$ cat src/rtl/jtcps1_gfx_pkg.sv
// Shared constants for the CPS1 GFX mapper arbiter: layer codes,
// ROM address field widths, FSM state type and the bank-merge helper.
package jtcps1_gfx_pkg;

    localparam logic [2:0] OBJ   = 3'd0;
    localparam logic [2:0] SCR1  = 3'd1;
    localparam logic [2:0] SCR2  = 3'd2;
    localparam logic [2:0] SCR3  = 3'd3;
    localparam logic [2:0] STARS = 3'd4;

    localparam int LAYW  = 3;
    localparam int BANKW = 4;
    localparam int CODEW = 12;

    typedef enum logic [1:0] {
        IDLE,
        LOOKUP,
        RESOLVE,
        DONE
    } arb_state_t;

    // Bits selected by mask come from the tile code, the rest from offset
    function automatic logic [3:0] map_bank(
        input logic [3:0] hi,
        input logic [3:0] offset,
        input logic [3:0] mask
    );
        return (hi & mask) | (offset & ~mask);
    endfunction

endpackage

$ cat src/rtl/jtcps1_gfx_map_arb_if.sv
// Fetcher-side request bus plus the mapper lookup bus.
// slave: arbiter view; master: fetchers + mapper (testbench) view.
interface jtcps1_gfx_map_arb_if #(
    parameter int NREQ = 5,
    parameter int SUBW = 4
);
    import jtcps1_gfx_pkg::*;

    localparam int AW = LAYW + BANKW + CODEW + SUBW;

    logic [NREQ-1:0]      req;
    logic [NREQ*16-1:0]   code;
    logic [NREQ*SUBW-1:0] sub;
    logic [NREQ-1:0]      ack;
    logic [AW-1:0]        rom_addr;
    logic                 blank;

    logic                 map_en;
    logic [2:0]           map_layer;
    logic [9:0]           map_cin;
    logic [3:0]           map_offset;
    logic [3:0]           map_mask;
    logic                 map_unmap;

    modport slave (
        input  req, code, sub,
        input  map_offset, map_mask, map_unmap,
        output ack, rom_addr, blank,
        output map_en, map_layer, map_cin
    );

    modport master (
        output req, code, sub,
        output map_offset, map_mask, map_unmap,
        input  ack, rom_addr, blank,
        input  map_en, map_layer, map_cin
    );

endinterface

$ cat src/rtl/jtcps1_rr_pick.sv
// Round-robin picker: first set req bit at or after rr_ptr, wrapping.
// Ports: req (NREQ), rr_ptr -> idx (granted index), any (some req set).
module jtcps1_rr_pick #(
    parameter int NREQ = 5,
    parameter int IW   = (NREQ > 1) ? $clog2(NREQ) : 1
) (
    input  logic [NREQ-1:0] req,
    input  logic [IW-1:0]   rr_ptr,
    output logic [IW-1:0]   idx,
    output logic            any
);

    int j;

    always_comb begin
        idx = '0;
        any = 1'b0;
        j   = 0;
        for (int k = 0; k < NREQ; k++) begin
            j = int'(rr_ptr) + k;
            if (j >= NREQ) j = j - NREQ;
            // an out-of-range pointer must never yield an index >= NREQ
            if (j < NREQ && !any && req[j[IW-1:0]]) begin
                any = 1'b1;
                idx = j[IW-1:0];
            end
        end
    end

endmodule

$ cat src/rtl/jtcps1_gfx_map_arb.sv
// Shares one GFX mapper among the layer fetchers and builds ROM addresses.
// Ports: clk, rst (async, high); bus (slave): req/code/sub -> ack/rom_addr/blank,
// map_en/map_layer/map_cin -> mapper, map_offset/map_mask/map_unmap <- mapper.
module jtcps1_gfx_map_arb
    import jtcps1_gfx_pkg::*;
#(
    parameter int NREQ = 5,
    parameter int SUBW = 4
) (
    input  logic                clk,
    input  logic                rst,
    jtcps1_gfx_map_arb_if.slave bus
);

    localparam int IW = (NREQ > 1) ? $clog2(NREQ) : 1;

    arb_state_t       state, state_nx;
    logic [IW-1:0]    rr_ptr;
    logic [IW-1:0]    idx;
    logic [IW-1:0]    pick_idx;
    logic             pick_any;
    logic [15:0]      code_q;
    logic [SUBW-1:0]  sub_q;

    jtcps1_rr_pick #(
        .NREQ (NREQ),
        .IW   (IW)
    ) u_pick (
        .req    (bus.req),
        .rr_ptr (rr_ptr),
        .idx    (pick_idx),
        .any    (pick_any)
    );

    always_ff @(posedge clk or posedge rst) begin
        if (rst) state <= IDLE;
        else     state <= state_nx;
    end

    always_comb begin
        state_nx = state;
        unique case (state)
            IDLE:    if (pick_any) state_nx = LOOKUP;
            LOOKUP:  state_nx = RESOLVE;
            RESOLVE: state_nx = DONE;
            DONE:    state_nx = IDLE;
            default: state_nx = IDLE;
        endcase
    end

    // the mapper registers its bank on the edge closing LOOKUP
    assign bus.map_en = (state == LOOKUP);

    always_ff @(posedge clk or posedge rst) begin
        if (rst) begin
            rr_ptr        <= '0;
            idx           <= '0;
            code_q        <= '0;
            sub_q         <= '0;
            bus.ack       <= '0;
            bus.rom_addr  <= '0;
            bus.blank     <= 1'b0;
            bus.map_layer <= '0;
            bus.map_cin   <= '0;
        end else begin
            bus.ack <= '0;
            unique case (state)
                IDLE: begin
                    if (pick_any) begin
                        idx           <= pick_idx;
                        code_q        <= bus.code[16*pick_idx +: 16];
                        sub_q         <= bus.sub[SUBW*pick_idx +: SUBW];
                        bus.map_layer <= 3'(pick_idx);
                        bus.map_cin   <= bus.code[16*pick_idx+6 +: 10];
                    end
                end
                RESOLVE: begin
                    bus.rom_addr <= {3'(idx),
                                     map_bank(code_q[15:12],
                                              bus.map_offset,
                                              bus.map_mask),
                                     code_q[11:0], sub_q};
                    bus.blank    <= bus.map_unmap;
                    bus.ack      <= NREQ'(1) << idx;
                end
                DONE: begin
                    rr_ptr <= (idx == IW'(NREQ-1)) ? '0 : idx + IW'(1);
                end
                default: ;
            endcase
        end
    end

endmodule

$ cat src/flat_wrapper.sv
// flat-port wrapper written by rule: the top's interface ports become plain ports
module jtcps1_gfx_map_arb_flat import jtcps1_gfx_pkg::*;
#(
    parameter int NREQ = 5,
    parameter int SUBW = 4
)
  (clk, rst, bus_req, bus_code, bus_sub, bus_map_offset, bus_map_mask, bus_map_unmap, bus_ack, bus_rom_addr, bus_blank, bus_map_en, bus_map_layer, bus_map_cin);
  jtcps1_gfx_map_arb_if #(.NREQ(NREQ), .SUBW(SUBW)) bus_i ();
  input  logic clk;
  input  logic rst;
  input wire logic [$bits(bus_i.req)-1:0] bus_req;
  input wire logic [$bits(bus_i.code)-1:0] bus_code;
  input wire logic [$bits(bus_i.sub)-1:0] bus_sub;
  input wire logic [$bits(bus_i.map_offset)-1:0] bus_map_offset;
  input wire logic [$bits(bus_i.map_mask)-1:0] bus_map_mask;
  input wire logic [$bits(bus_i.map_unmap)-1:0] bus_map_unmap;
  output wire logic [$bits(bus_i.ack)-1:0] bus_ack;
  output wire logic [$bits(bus_i.rom_addr)-1:0] bus_rom_addr;
  output wire logic [$bits(bus_i.blank)-1:0] bus_blank;
  output wire logic [$bits(bus_i.map_en)-1:0] bus_map_en;
  output wire logic [$bits(bus_i.map_layer)-1:0] bus_map_layer;
  output wire logic [$bits(bus_i.map_cin)-1:0] bus_map_cin;
  assign bus_i.req = bus_req;
  assign bus_i.code = bus_code;
  assign bus_i.sub = bus_sub;
  assign bus_i.map_offset = bus_map_offset;
  assign bus_i.map_mask = bus_map_mask;
  assign bus_i.map_unmap = bus_map_unmap;
  assign bus_ack = bus_i.ack;
  assign bus_rom_addr = bus_i.rom_addr;
  assign bus_blank = bus_i.blank;
  assign bus_map_en = bus_i.map_en;
  assign bus_map_layer = bus_i.map_layer;
  assign bus_map_cin = bus_i.map_cin;
  jtcps1_gfx_map_arb #(.NREQ(NREQ), .SUBW(SUBW)) u_core (.clk(clk), .rst(rst), .bus(bus_i));
endmodule
$ cat config.mk
export PLATFORM = sky130hd
export DESIGN_NAME = jtcps1_gfx_map_arb_flat
export DESIGN_NICKNAME = d
export VERILOG_FILES = /design/src/rtl/jtcps1_gfx_pkg.sv /design/src/rtl/jtcps1_gfx_map_arb_if.sv /design/src/rtl/jtcps1_rr_pick.sv /design/src/rtl/jtcps1_gfx_map_arb.sv /design/src/flat_wrapper.sv
export SDC_FILE = /design/constraint.sdc
export NUM_CORES = 1
export LEC_CHECK = 0
export ABC_CLOCK_PERIOD_IN_PS = 8340
export CAP_MARGIN = 20
export CORE_MARGIN = 10
export CORE_UTILIZATION = 25
export CTS_BUF_LIST = sky130_fd_sc_hd__clkbuf_8
export DETAILED_ROUTE_END_ITERATION = 6
export GPL_TIMING_DRIVEN = 0
export PLACE_DENSITY = 0.5
export SYNTH_ARGS = -nofsm -noshare
export SYNTH_HDL_FRONTEND = slang
export SYNTH_SLANG_ARGS = --single-unit
$ cat constraint.sdc
create_clock -name clk -period 8.34 [get_ports clk]
set_input_delay 2.085 -clock clk [delete_from_list [all_inputs] [get_ports clk]]
set_output_delay 2.085 -clock clk [all_outputs]
set_load 0.1 [all_outputs]
==> impl_metrics.tcl <==
set metrics [dict create \
    cts_buffers 9 \
    finalSetupTns_ns 0 \
    final_max_slew_viol_count 0 \
    dieWidth_um 155 \
    rsz0062_at_grt "false" \
    syn-instance-count 463 \
    clkTransAtPathRegs_ns 0.07 \
    clockBufferDepth 2 \
    cts_resized 0 \
    grt_antenna_before_repair 0 \
    initial_core_util 0.255 \
    ctsHoldBuffers 0 \
    vias 4435 \
    grt_max_degree 38 \
    end_kind "flip-flop" \
    dr.pass1.iters 6 \
    via_per_inst 5.12 \
    fin_crit_ns 5.37 \
    dieArea_um2 24200 \
    fillers 1809 \
    diodes 0 \
    core-area_um2 18000 \
    dpl.hpwl_um 13500 \
    grt_use_total 0.137 \
    finish.instance_area_um2 6740 \
    syn_area_per_cell_um2 9.91 \
    synth_flop_cell "dfrtp_1" \
    ys_types 72 \
    post-cts-setup-buffer-count 0 \
    post-route-period-util 0.644 \
    dieHeight_um 155 \
    drive_gt1_frac 0.129 \
    io_pins 159 \
    holdWs_ns 0.509 \
    finalSetupViolCount 0 \
    root_buffer "clkbuf_8" \
    finClkSkew_ns 0.0132 \
    final_common_cell "clkdlybuf4s50_1" \
    synth-seq-cells 57 \
    finalWorstSetupSlack_ns 2.97 \
    synth_seq_area_share 0.311 \
    crit_required_ns 8.55 \
    final_antenna_net_count 0 \
    critPathMaxFanout 10 \
    synthTopCellsByArea "dfrtp_1 (31%), mux2i_1 (10%), ha_1 (6.5%)" \
    hold_path_class "flip-flop to flip-flop" \
    portBuffers 158 \
    place_congestion 0.860 \
    grt_pass1_wl_um 26600 \
    place_area_um2 6480 \
    yosys.area.top_type "dfrtp_1" \
    tightest_slew_ns 1.06 \
    critPathLaunchType "input pin" \
    preCtsSetupSlack_ns 2.58 \
    clk_latency_ns 0.35 \
    synthesis.nets 604 \
    fmax_mhz 186 \
    drtIter0Drc 350 \
    outcome "complete, no violations" \
    relSlewSlack 0.289 \
    yosys_warnings 0 \
    final_cell_mix "clkdlybuf4s50_1 (158), dfrtp_1 (57), mux2i_1 (48), ha_1 (24), nand2_1 (23)" \
    rows 49 \
    grt-ovfl-total 0 \
    syn-cell-area_um2 4590 \
    cp.arrival_ns 5.58 \
    synth_edf_count 0 \
    numClockSinks 57 \
    cts_tree "yes" \
    synthArstFlopShare 1.00 \
    synth_top_cell_area_share 0.311 \
    grt_pass1_vias 4710 \
    cap_viol_max_count 0 \
    drc 0 \
    h-tree-depth 3 \
    critPathKind "input pin to flip-flop" \
    areaGrowthSynthToFinish_pct 46.9 \
    routedWlPerCell_um 19.7 \
    routed_wl_um 17100 \
    nets 774 \
    hold_viol_final 0 \
]
==> area by class of cell <==
cell class,count,area (um^2),share of cell area
buffer,38,241,0.0358
clock buffer,12,165,0.0245
clock inverter,4,97.6,0.0145
inverter,23,86.3,0.0128
multi-input combinational,345,2830,0.421
sequential,57,1430,0.212
tap,229,287,0.0425
timing repair buffer,159,1600,0.238
==> synth_stat cells (3+ instances only) <==
library cell and n:
a211o_1 6, a211oi_1 14, a21o_1 9, a21oi_1 11
a22oi_1 22, a31oi_1 6, and2_1 14, and3_1 12
and3b_1 3, buf_1 3, buf_2 7, buf_4 14
buf_6 5, clkbuf_1 9, dfrtp_1 57, ha_1 24
inv_1 21, mux2_2 22, mux2i_1 48, nand2_1 23
nand2b_1 4, nand3_1 6, nor2_1 14, nor2b_1 5
nor3_1 3, o2111ai_1 4, o211ai_1 8, o21ai_0 10
o221ai_1 16, o22a_1 3, o31ai_1 6, or3_1 4
==> final timing paths <==
path	cells after the start	end	from	slack [ns]
setup / recovery	11	u_core.code_q[9]	bus_req[4]	2.97
hold / removal	1	u_core.bus.rom_addr[15]	u_core.bus.rom_addr[15]	0.51
setup reg to reg	15	u_core.code_q[9]	u_core.rr_ptr[0]	3.68
hold reg to reg	1	u_core.bus.rom_addr[15]	u_core.bus.rom_addr[15]	0.51
max in group asynchronous	3	u_core.sub_q[0]	rst	5.68
min in group asynchronous	2	u_core.bus.rom_addr[16]	rst	2.07
==> per-stage QoR <==
step / util / std cells
final: 0.374 / 867
after global routing: 0.374 / 867
after CTS: 0.374 / 867
after detailed placement: 0.359 / 851
after global placement: 0.358 / 850
after floorplan: - / 463
==> worst max-delay path, cell delays in order <==
cell	delay, ns
clkdlybuf4s50_1	0.68
and2_1	0.21
o2111ai_1	0.12
a221o_1	0.40
a2111oi_4	0.59
nand2b_1	0.15
a31o_1	0.29
a21oi_4	0.35
nand2b_2	0.27
buf_2	0.27
o221ai_1	0.16
==> per-layer routing <==
| metal | track usage | up-vias | share of wire |
|---|---|---|---|
| li1 | - | 2094 | - |
| met3 | 0.0494 | 19 | 0.078 |
| met5 | 0 | - | 0 |
| met4 | 0.0299 | 0 | 0.014 |
| met1 | 0.167 | 2155 | 0.42 |
| met2 | 0.227 | 167 | 0.49 |
==> sequential cells by signal, summed over array words and instances (netlist names) <==
name and cells:
u_core.bus.ack 5, u_core.bus.blank 1, u_core.bus.rom_addr 23, u_core.state 2, u_core.rr_ptr 3, u_core.bus.map_layer 3
u_core.code_q 16, u_core.sub_q 4
==> kinds of logic (layout without fill, tap and decap cells) <==
logic type / count (synthesis) / in the layout / share of synthesized area
AOI/OAI and AO/OA: 143 / 143 / 0.251
and+or+nand+nor: 102 / 102 / 0.124
muxes: 71 / 71 / 0.164
buffers and inverters: 61 / 236 / 0.0714
DFF: 57 / 57 / 0.311
adders and majority gates: 25 / 25 / 0.0698
xor gates and xnor gates: 4 / 4 / 0.00927
Power is left out: the tool's default activity adds up to more than one toggle a clock period on the data nets, which glitch-free logic cannot reach.
